==> src/rtl/lp_clk_pkg.sv <==
// ----------------------------------------------------------------------------
// lp_clk_pkg
// Shared definitions for the lp tree serializer phase divider.
//   lp_div_state_e  : divider run state (IDLE / RUN / DRAIN)
//   lp_div_ratio()  : division ratio D = 2^div_log2
//   lp_phase_level(): ideal level of phase k for counter value cnt,
//                     f(cnt)[k] = ((cnt - k) mod d) < d/2, d a power of two
// ----------------------------------------------------------------------------
package lp_clk_pkg;

  typedef enum logic [1:0] {
    IDLE  = 2'd0,
    RUN   = 2'd1,
    DRAIN = 2'd2
  } lp_div_state_e;

  localparam int LP_DIV_LOG2_MIN = 1;
  localparam int LP_DIV_LOG2_MAX = 5;

  function automatic int lp_div_ratio(input int div_log2);
    return 1 << div_log2;
  endfunction

  // d is a power of two, so masking with d-1 is the modulo of the wrapped
  // unsigned difference.
  function automatic logic lp_phase_level(input int unsigned cnt,
                                          input int unsigned k,
                                          input int unsigned d);
    return ((cnt - k) & (d - 1)) < (d >> 1);
  endfunction

endpackage

==> src/rtl/lp_phase_div_lane.sv <==
// ----------------------------------------------------------------------------
// lp_phase_div_lane
// One phase lane of the divider: run-mask bit, registered phase output and
// registered per-phase reset.
//   i_clk        : fast clock
//   i_rst        : synchronous active-high reset
//   i_rule_state : state whose mask rules apply at this edge
//   i_rise       : counter reaches this lane's natural rise at this edge
//   i_fall       : ideal level of this lane is low after this edge
//   o_mask_next  : mask value being loaded at this edge (combinational)
//   o_phase      : divided clock for this lane (registered)
//   o_prst       : lane reset, high while the lane is not running (registered)
// ----------------------------------------------------------------------------
module lp_phase_div_lane
  import lp_clk_pkg::*;
(
  input  logic          i_clk,
  input  logic          i_rst,
  input  lp_div_state_e i_rule_state,
  input  logic          i_rise,
  input  logic          i_fall,
  output logic          o_mask_next,
  output logic          o_phase,
  output logic          o_prst
);

  logic r_mask;
  logic r_phase;
  logic r_prst;
  logic w_mask_next;

  // A lane only joins at its natural rise and only leaves at its natural
  // fall, so no pulse is ever shortened outside of reset.
  always_comb begin
    w_mask_next = 1'b0;
    case (i_rule_state)
      RUN:     w_mask_next = r_mask | i_rise;
      DRAIN:   w_mask_next = r_mask & ~i_fall;
      default: w_mask_next = 1'b0;
    endcase
  end

  // Output register stage
  always_ff @(posedge i_clk) begin
    if (i_rst) begin
      r_mask  <= 1'b0;
      r_phase <= 1'b0;
      r_prst  <= 1'b1;
    end else begin
      r_mask  <= w_mask_next;
      r_phase <= w_mask_next & ~i_fall;
      r_prst  <= ~w_mask_next;
    end
  end

  assign o_mask_next = w_mask_next;
  assign o_phase     = r_phase;
  assign o_prst      = r_prst;

endmodule

==> src/rtl/lp_phase_divider.sv <==
// ----------------------------------------------------------------------------
// lp_phase_divider
// Divides clk_i by D = 2^DIV_LOG2 and produces D registered phases spaced one
// fast cycle apart, each with its own synchronous reset. Start and stop are
// glitch-free: phases join at their natural rise and leave at their natural
// fall.
//   clk_i         : serializer fast clock
//   rst_i         : synchronous active-high reset
//   en_i          : run request (level)
//   resync_i      : one-cycle pulse, drain then restart while en_i is high
//   start_phase_i : counter value loaded when entering RUN
//   phase_o[k]    : divided clock at phase k
//   prst_o[k]     : per-phase reset aligned to phase_o[k]
//   frame_o       : last fast cycle of each divided period, all phases running
//   locked_o      : all phases running
// ----------------------------------------------------------------------------
module lp_phase_divider
  import lp_clk_pkg::*;
#(
  parameter  int DIV_LOG2 = 2,
  localparam int D        = lp_div_ratio(DIV_LOG2)
) (
  input  logic                clk_i,
  input  logic                rst_i,
  input  logic                en_i,
  input  logic                resync_i,
  input  logic [DIV_LOG2-1:0] start_phase_i,
  output logic [D-1:0]        phase_o,
  output logic [D-1:0]        prst_o,
  output logic                frame_o,
  output logic                locked_o
);

  lp_div_state_e       r_state;
  lp_div_state_e       w_rule_state;
  lp_div_state_e       w_state_next;
  logic [DIV_LOG2-1:0] r_cnt;
  logic [DIV_LOG2-1:0] w_cnt_adv;
  logic [DIV_LOG2-1:0] w_cnt_next;
  logic [D-1:0]        w_rise;
  logic [D-1:0]        w_fall;
  logic [D-1:0]        w_mask_next;
  logic                w_stop;
  logic                w_drain_empty;
  logic                w_all_run;
  logic                r_frame;
  logic                r_locked;

  // w_rule_state selects which mask rules the lanes apply at this edge. The
  // edge leaving IDLE already uses RUN rules and the edge leaving RUN already
  // uses DRAIN rules. w_cnt_adv is the counter value the lanes evaluate.
  always_comb begin
    w_stop       = ~en_i | resync_i;
    w_cnt_adv    = r_cnt + DIV_LOG2'(1);
    w_rule_state = r_state;
    case (r_state)
      IDLE: begin
        w_cnt_adv    = start_phase_i;
        w_rule_state = en_i ? RUN : IDLE;
      end
      RUN:     w_rule_state = w_stop ? DRAIN : RUN;
      DRAIN:   w_rule_state = DRAIN;
      default: w_rule_state = IDLE;
    endcase
  end

  // Returning to IDLE happens on the edge where the last lane leaves; the
  // counter is reloaded then so an immediate restart begins at start_phase_i.
  always_comb begin
    w_drain_empty = ~|w_mask_next;
    w_all_run     = &w_mask_next;
    w_state_next  = w_rule_state;
    w_cnt_next    = w_cnt_adv;
    if ((w_rule_state == DRAIN) && w_drain_empty) begin
      w_state_next = IDLE;
      w_cnt_next   = start_phase_i;
    end
  end

  for (genvar k = 0; k < D; k++) begin : g_lane
    assign w_rise[k] = (w_cnt_adv == DIV_LOG2'(k));
    assign w_fall[k] = ~lp_phase_level(32'(w_cnt_adv), k, D);

    lp_phase_div_lane u_lane (
      .i_clk        (clk_i),
      .i_rst        (rst_i),
      .i_rule_state (w_rule_state),
      .i_rise       (w_rise[k]),
      .i_fall       (w_fall[k]),
      .o_mask_next  (w_mask_next[k]),
      .o_phase      (phase_o[k]),
      .o_prst       (prst_o[k])
    );
  end

  // Control register stage
  always_ff @(posedge clk_i) begin
    if (rst_i) begin
      r_state  <= IDLE;
      r_cnt    <= '0;
      r_frame  <= 1'b0;
      r_locked <= 1'b0;
    end else begin
      r_state  <= w_state_next;
      r_cnt    <= w_cnt_next;
      r_frame  <= (w_cnt_next == DIV_LOG2'(D - 1)) & w_all_run;
      r_locked <= w_all_run & (w_state_next == RUN);
    end
  end

  assign frame_o  = r_frame;
  assign locked_o = r_locked;

endmodule

==> config.mk <==
export PLATFORM = sky130hd
export DESIGN_NAME = lp_phase_divider
export DESIGN_NICKNAME = d
export VERILOG_FILES = /design/src/rtl/lp_clk_pkg.sv /design/src/rtl/lp_phase_div_lane.sv /design/src/rtl/lp_phase_divider.sv
export SDC_FILE = /design/constraint.sdc
export NUM_CORES = 1
export LEC_CHECK = 0
export ABC_AREA = 1
export BUFFER_PORTS_ARGS = -buffer_cell sky130_fd_sc_hd__buf_2
export CAP_MARGIN = 20
export CORE_AREA = 2 2 46 56
export DETAILED_ROUTE_END_ITERATION = 6
export DIE_AREA = 0 0 48 58
export GPL_ROUTABILITY_DRIVEN = 0
export REMOVE_ABC_BUFFERS = 1
export SYNTH_ARGS = -nofsm -noshare
export SYNTH_HDL_FRONTEND = slang
export SYNTH_SLANG_ARGS = --single-unit
export TNS_END_PERCENT = 50
==> constraint.sdc <==
create_clock -name clk_i -period 6.35 [get_ports clk_i]
set_clock_uncertainty 0.2 [all_clocks]
set_input_delay 0.9525 -clock clk_i [delete_from_list [all_inputs] [get_ports clk_i]]
set_output_delay 0.9525 -clock clk_i [all_outputs]
set_load 0.01 [all_outputs]
# Yosys cells after proc, flatten, opt, wreduce, memory -nomap -nowiden
# Cells that the tools add are included.
# classes
add_sub_neg	4
magnitude_cmp	4
n_eq_ne	9
mux	10
bitwise_logic	20
n_reduce_logical	6
# op_table
operator	count
$and A1 B1 Y1	10
$eq A2 B2 Y1 const B	5
$eq A2 B1 Y1 const B	4
$lt A2 B2 Y1 const B	4
$mux W2	4
$pmux W1 S2	4
$pmux W2 S3	1
$not A1 Y1	5
$or A1 B1 Y1	5
$logic_not A2 Y1	2
$reduce_and A4 Y1	1
$reduce_or A4 Y1	1
$sub A2 B2 Y2 const B	2
$add A2 B1 Y2 const B	1
$sub A2 B1 Y2 const B	1
$logic_and A1 B1 Y1	1
$logic_not A1 Y1	1
$mux W1	1
# word_totals
reg_bits	18

# Logic depth before layout (Yosys ltp)
# logic_depth
depth_word	12
ltp_mapped	17
ltp_nobuf	17

# By module
# From an unflattened synthesis, not the netlist that was laid out.
# unflattened
hier_cells	143
area_unflattened_um2	1126.1
# by_module_without_submodules
mod	n_inst	cells_each	area_each_um2	seq_area_each_um2
lp_phase_div_lane	4	21	178.9	60.1
lp_phase_divider	1	59	410.4	120.1

# Least setup slack after synthesis
# Ideal clock, no wire load.
# synth_path
kind	input to register
start	input en_i
end	register r_frame, in the netlist frame_o
setup_time_ps	111
arrival_ps	2269
t_required_ps	6039
path_slack_ps	3770
cell_stages	12
path_buffers	0
cell_sequence	inv_1 nor3_1 inv_1 ha_1 nand2_1 nand2_1 nand3_2 nand2_1 nor2_2 nand4_1 nand3b_1 nor2_1
# synth_between
elab_chain_cells	12
# synth_rtl
item	line	rtl
start: declaration	lp_phase_divider.sv:25	input logic en_i,
$not A1 Y1	lp_phase_divider.sv:53	w_stop = ~en_i | resync_i;
$or A1 B1 Y1	lp_phase_divider.sv:53	
$mux W2	lp_phase_divider.sv:61	RUN: w_rule_state = w_stop ? DRAIN : RUN;
$pmux W2 S3 *	lp_phase_divider.sv:56	case (r_state)
$eq A2 B2 Y1 or $eq A2 B1 Y1 (tied branches)	lp_phase_div_lane.sv:36, lp_phase_divider.sv:74	
$pmux W1 S2	lp_phase_div_lane.sv:36	case (i_rule_state)
$reduce_or A4 Y1	lp_phase_divider.sv:70	w_drain_empty = ~|w_mask_next;
$logic_not A1 Y1	lp_phase_divider.sv:70	
$logic_and A1 B1 Y1	lp_phase_divider.sv:74	if ((w_rule_state == DRAIN) && w_drain_empty) begin
$mux W2	lp_phase_divider.sv:74	
$eq A2 B2 Y1	lp_phase_divider.sv:106	r_frame <= (w_cnt_next == DIV_LOG2'(D - 1)) & w_all_run;
$and A1 B1 Y1 *	lp_phase_divider.sv:106	
end signal: assignment	lp_phase_divider.sv:106	
end: declaration	lp_phase_divider.sv:46	logic r_frame;
# Every way passes the cells marked *; elsewhere a longest branch is shown, timed or not.
# A chain may end at the register's enable or synchronous reset.

# Worst setup path in the final report
# layout_path
start	input resync_i
end	register r_frame, in the netlist frame_o
# layout_between
elab_chain_cells	11
# layout_rtl
item	line	rtl
start: declaration	lp_phase_divider.sv:26	input logic resync_i,
$or A1 B1 Y1 *	lp_phase_divider.sv:53	
$mux W2 *	lp_phase_divider.sv:61	
$pmux W2 S3 *	lp_phase_divider.sv:56	
$eq A2 B2 Y1 or $eq A2 B1 Y1 (tied branches)	lp_phase_div_lane.sv:36, lp_phase_divider.sv:74	
$pmux W1 S2	lp_phase_div_lane.sv:36	
$reduce_or A4 Y1	lp_phase_divider.sv:70	
$logic_not A1 Y1	lp_phase_divider.sv:70	
$logic_and A1 B1 Y1	lp_phase_divider.sv:74	
$mux W2	lp_phase_divider.sv:74	
$eq A2 B2 Y1	lp_phase_divider.sv:106	
$and A1 B1 Y1 *	lp_phase_divider.sv:106	
# Marked as above.

==> out/results.tsv <==
metric	value	unit
outcome	finished, final reports clean	
grt_max_degree	11	
grt_pass1_vias	654	
worstSetupStartpointType	primary input	
finalCritPeriodShare	0.408	
wl_per_cell	10.3	um
dp.cells	156	
num-fill-cells	236	
synthCells	118	
dieArea	2780	um2
combPwrFrac	0.217	
grtUsageTotal	0.143	
clock.fmax	386	MHz
cts_buffers	3	
syn-cell-area	942	um2
wirelength	1.65	mm
die_h	58	um
whs	0.385	ns
placementRows	19	
endpoint_kind	flop	
die_w	48	um
dr.pass1.iters	4	
area_growth	9.56	%
synthTopCellsByArea	dfxtp_1 38%, ha_1 9.3%, inv_1 7.6%	
ctsHoldBuffers	0	
cts.clk_slew.worst_paths	0.11	ns
cts_resized	0	
start_util	0.417	
fin_cells	160	
cts.sinks	18	
io_buffers	15	
syn-mean-instance-area	7.98	um2
nets	143	
layout_commonest_cell	inv_1	
finalSetupViolations	0	
clkPwrFrac	0.297	
power_density	238	nW/um2
synthDistinctLibCells	22	
antenna_found_initial	0	
max-cap-violations	0	
htreeDepth	1	
intPower	0.170	mW
yosysWarnings	0	
num_antenna_cells	0	
dp_slack	3.42	ns
cts-root-buf	clkbuf_4	
p_leak	0.527	nW
cts_buffer_depth	2	
grt_pass1_wl	2.75	mm
drive_gt1_frac	0.333	
crit_required	6.40	ns
clk_latency	0.31	ns
yosys.area.top_type	dfxtp_1	
fin_crit	2.59	ns
layout_common_cells	19 x inv_1, 18 x nand2_1, 18 x dfxtp_1	
io_pins	16	
timing.slew.headroom	0.711	
globalRouteOverflowTotal	0	
fp.coreArea	2260	um2
path_class	in2reg	
arrival	2.64	ns
worst_slew_pin_slew	0.429	ns
p_seq_frac	0.487	
place_area	996	um2
avgViaCountPerCell	4.44	
drtAntennaViolNets	0	
vias	711	
maxSlewViolCount	0	
min_path_type	reg2reg	
fin_area	1030	um2
yosysSeqAreaShare	0.382	
setup_ws	3.76	ns
critPathMaxFanout	5	
synth_top_area_share	0.382	
tns	0	ns
final_hold_viol_count	0	
drtIter0Drc	20	
p_sw_frac	0.310	
tritoncts	yes	
ys_seq_elements	18	
peakVddDrop	0.105	mV
dpl.hpwl	1.30	mm
post_cts_buffers	0	
p_switching	0.0762	mW
drc	0	
rsz0062_at_grt	false	
==> per-stage QoR <==
stage | utilization | total power, mW
6_report | 0.457 | 0.246
5_1_grt | 0.457 | 0.262
4_1_cts | 0.457 | 0.249
3_5_place_dp | 0.441 | 0.176
3_3_place_gp | 0.441 | 0.175
2_1_floorplan | - | 0.163
==> worst max-delay path, stage by stage <==
cell and delay, ns:
buf_2 0.10, nand2_1 0.05, inv_1 0.04, nor3_1 0.28, inv_1 0.11, ha_1 0.29
nand2_1 0.10, nand2_1 0.06, nand3_2 0.07, nand2_1 0.06, nor2_2 0.18, nand3_4 0.10
nand2_1 0.08, nand3_2 0.07, nor2_1 0.09
==> power by group through the flow <==
stage               Sequential [mW]  Combinational, mW  Clock, mW
floorplan                     0.123             0.0403          0
global placement              0.122             0.0524          0
detailed placement            0.122             0.0536          0
CTS                           0.120             0.0539     0.0749
global route                  0.120             0.0601     0.0815
finish                        0.120             0.0533     0.0730
==> cells in the mapped netlist <==
library cell and instances:
a21oi_2 1, buf_4 8, dfxtp_1 18, ha_1 7
inv_1 19, inv_2 5, inv_4 1, nand2_1 18
nand2_2 5, nand2_4 2, nand3_1 3, nand3_2 4
nand3_4 1, nand3b_1 1, nand3b_2 1, nand4_1 2
nor2_1 11, nor2_2 4, nor3_1 1, o211ai_1 1
o21ai_0 4, o21ai_1 1
==> per-layer routing <==
| metal | global-route usage | vias up | part of all wire |
|---|---|---|---|
| met5 | 0 | - | 0 |
| met4 | 0.104 | 0 | 0.041 |
| met3 | 0.0280 | 7 | 0.047 |
| met1 | 0.168 | 317 | 0.44 |
| li1 | - | 369 | - |
| met2 | 0.221 | 18 | 0.47 |
==> cell families (layout without fill, tap and decap cells) <==
family | after synthesis | count (layout) | share of synthesized area
buf+inv | 33 | 44 | 0.166
flops | 18 | 18 | 0.382
simple gates | 53 | 53 | 0.315
compound gates | 7 | 7 | 0.0438
fa+ha+maj | 7 | 7 | 0.0930
==> area by class of cell <==
cell class                 count  area, um2  share of cell area
tap                           31       38.8              0.0376
clock buffer                   4       36.3              0.0352
inverter                      25       96.3              0.0933
sequential                    18        360               0.349
multi-input combinational     67        425               0.412
timing repair buffer          15       75.1              0.0727
==> final timing paths <==
| path | start | end | slack (ns) | depth (start not counted) |
|---|---|---|---|---|
| worst max-delay path | resync_i | frame_o | 3.76 | 15 |
| worst min-delay path | g_lane[1].u_lane.r_mask | g_lane[1].u_lane.r_mask | 0.39 | 4 |
| worst max register to register | r_state[0] | frame_o | 4.01 | 15 |
| worst min register to register | g_lane[1].u_lane.r_mask | g_lane[1].u_lane.r_mask | 0.39 | 4 |
==> registers in the layout, indices dropped and copies added, names as in the netlist <==
| name | flops |
|---|---|
| locked_o | 1 |
| r_cnt | 2 |
| frame_o | 1 |
| g_lane.u_lane.r_mask | 4 |
| g_lane.u_lane.o_prst | 4 |
| r_state | 2 |
| g_lane.u_lane.o_phase | 4 |
No activity file was read; power rests on OpenSTA's default activity.
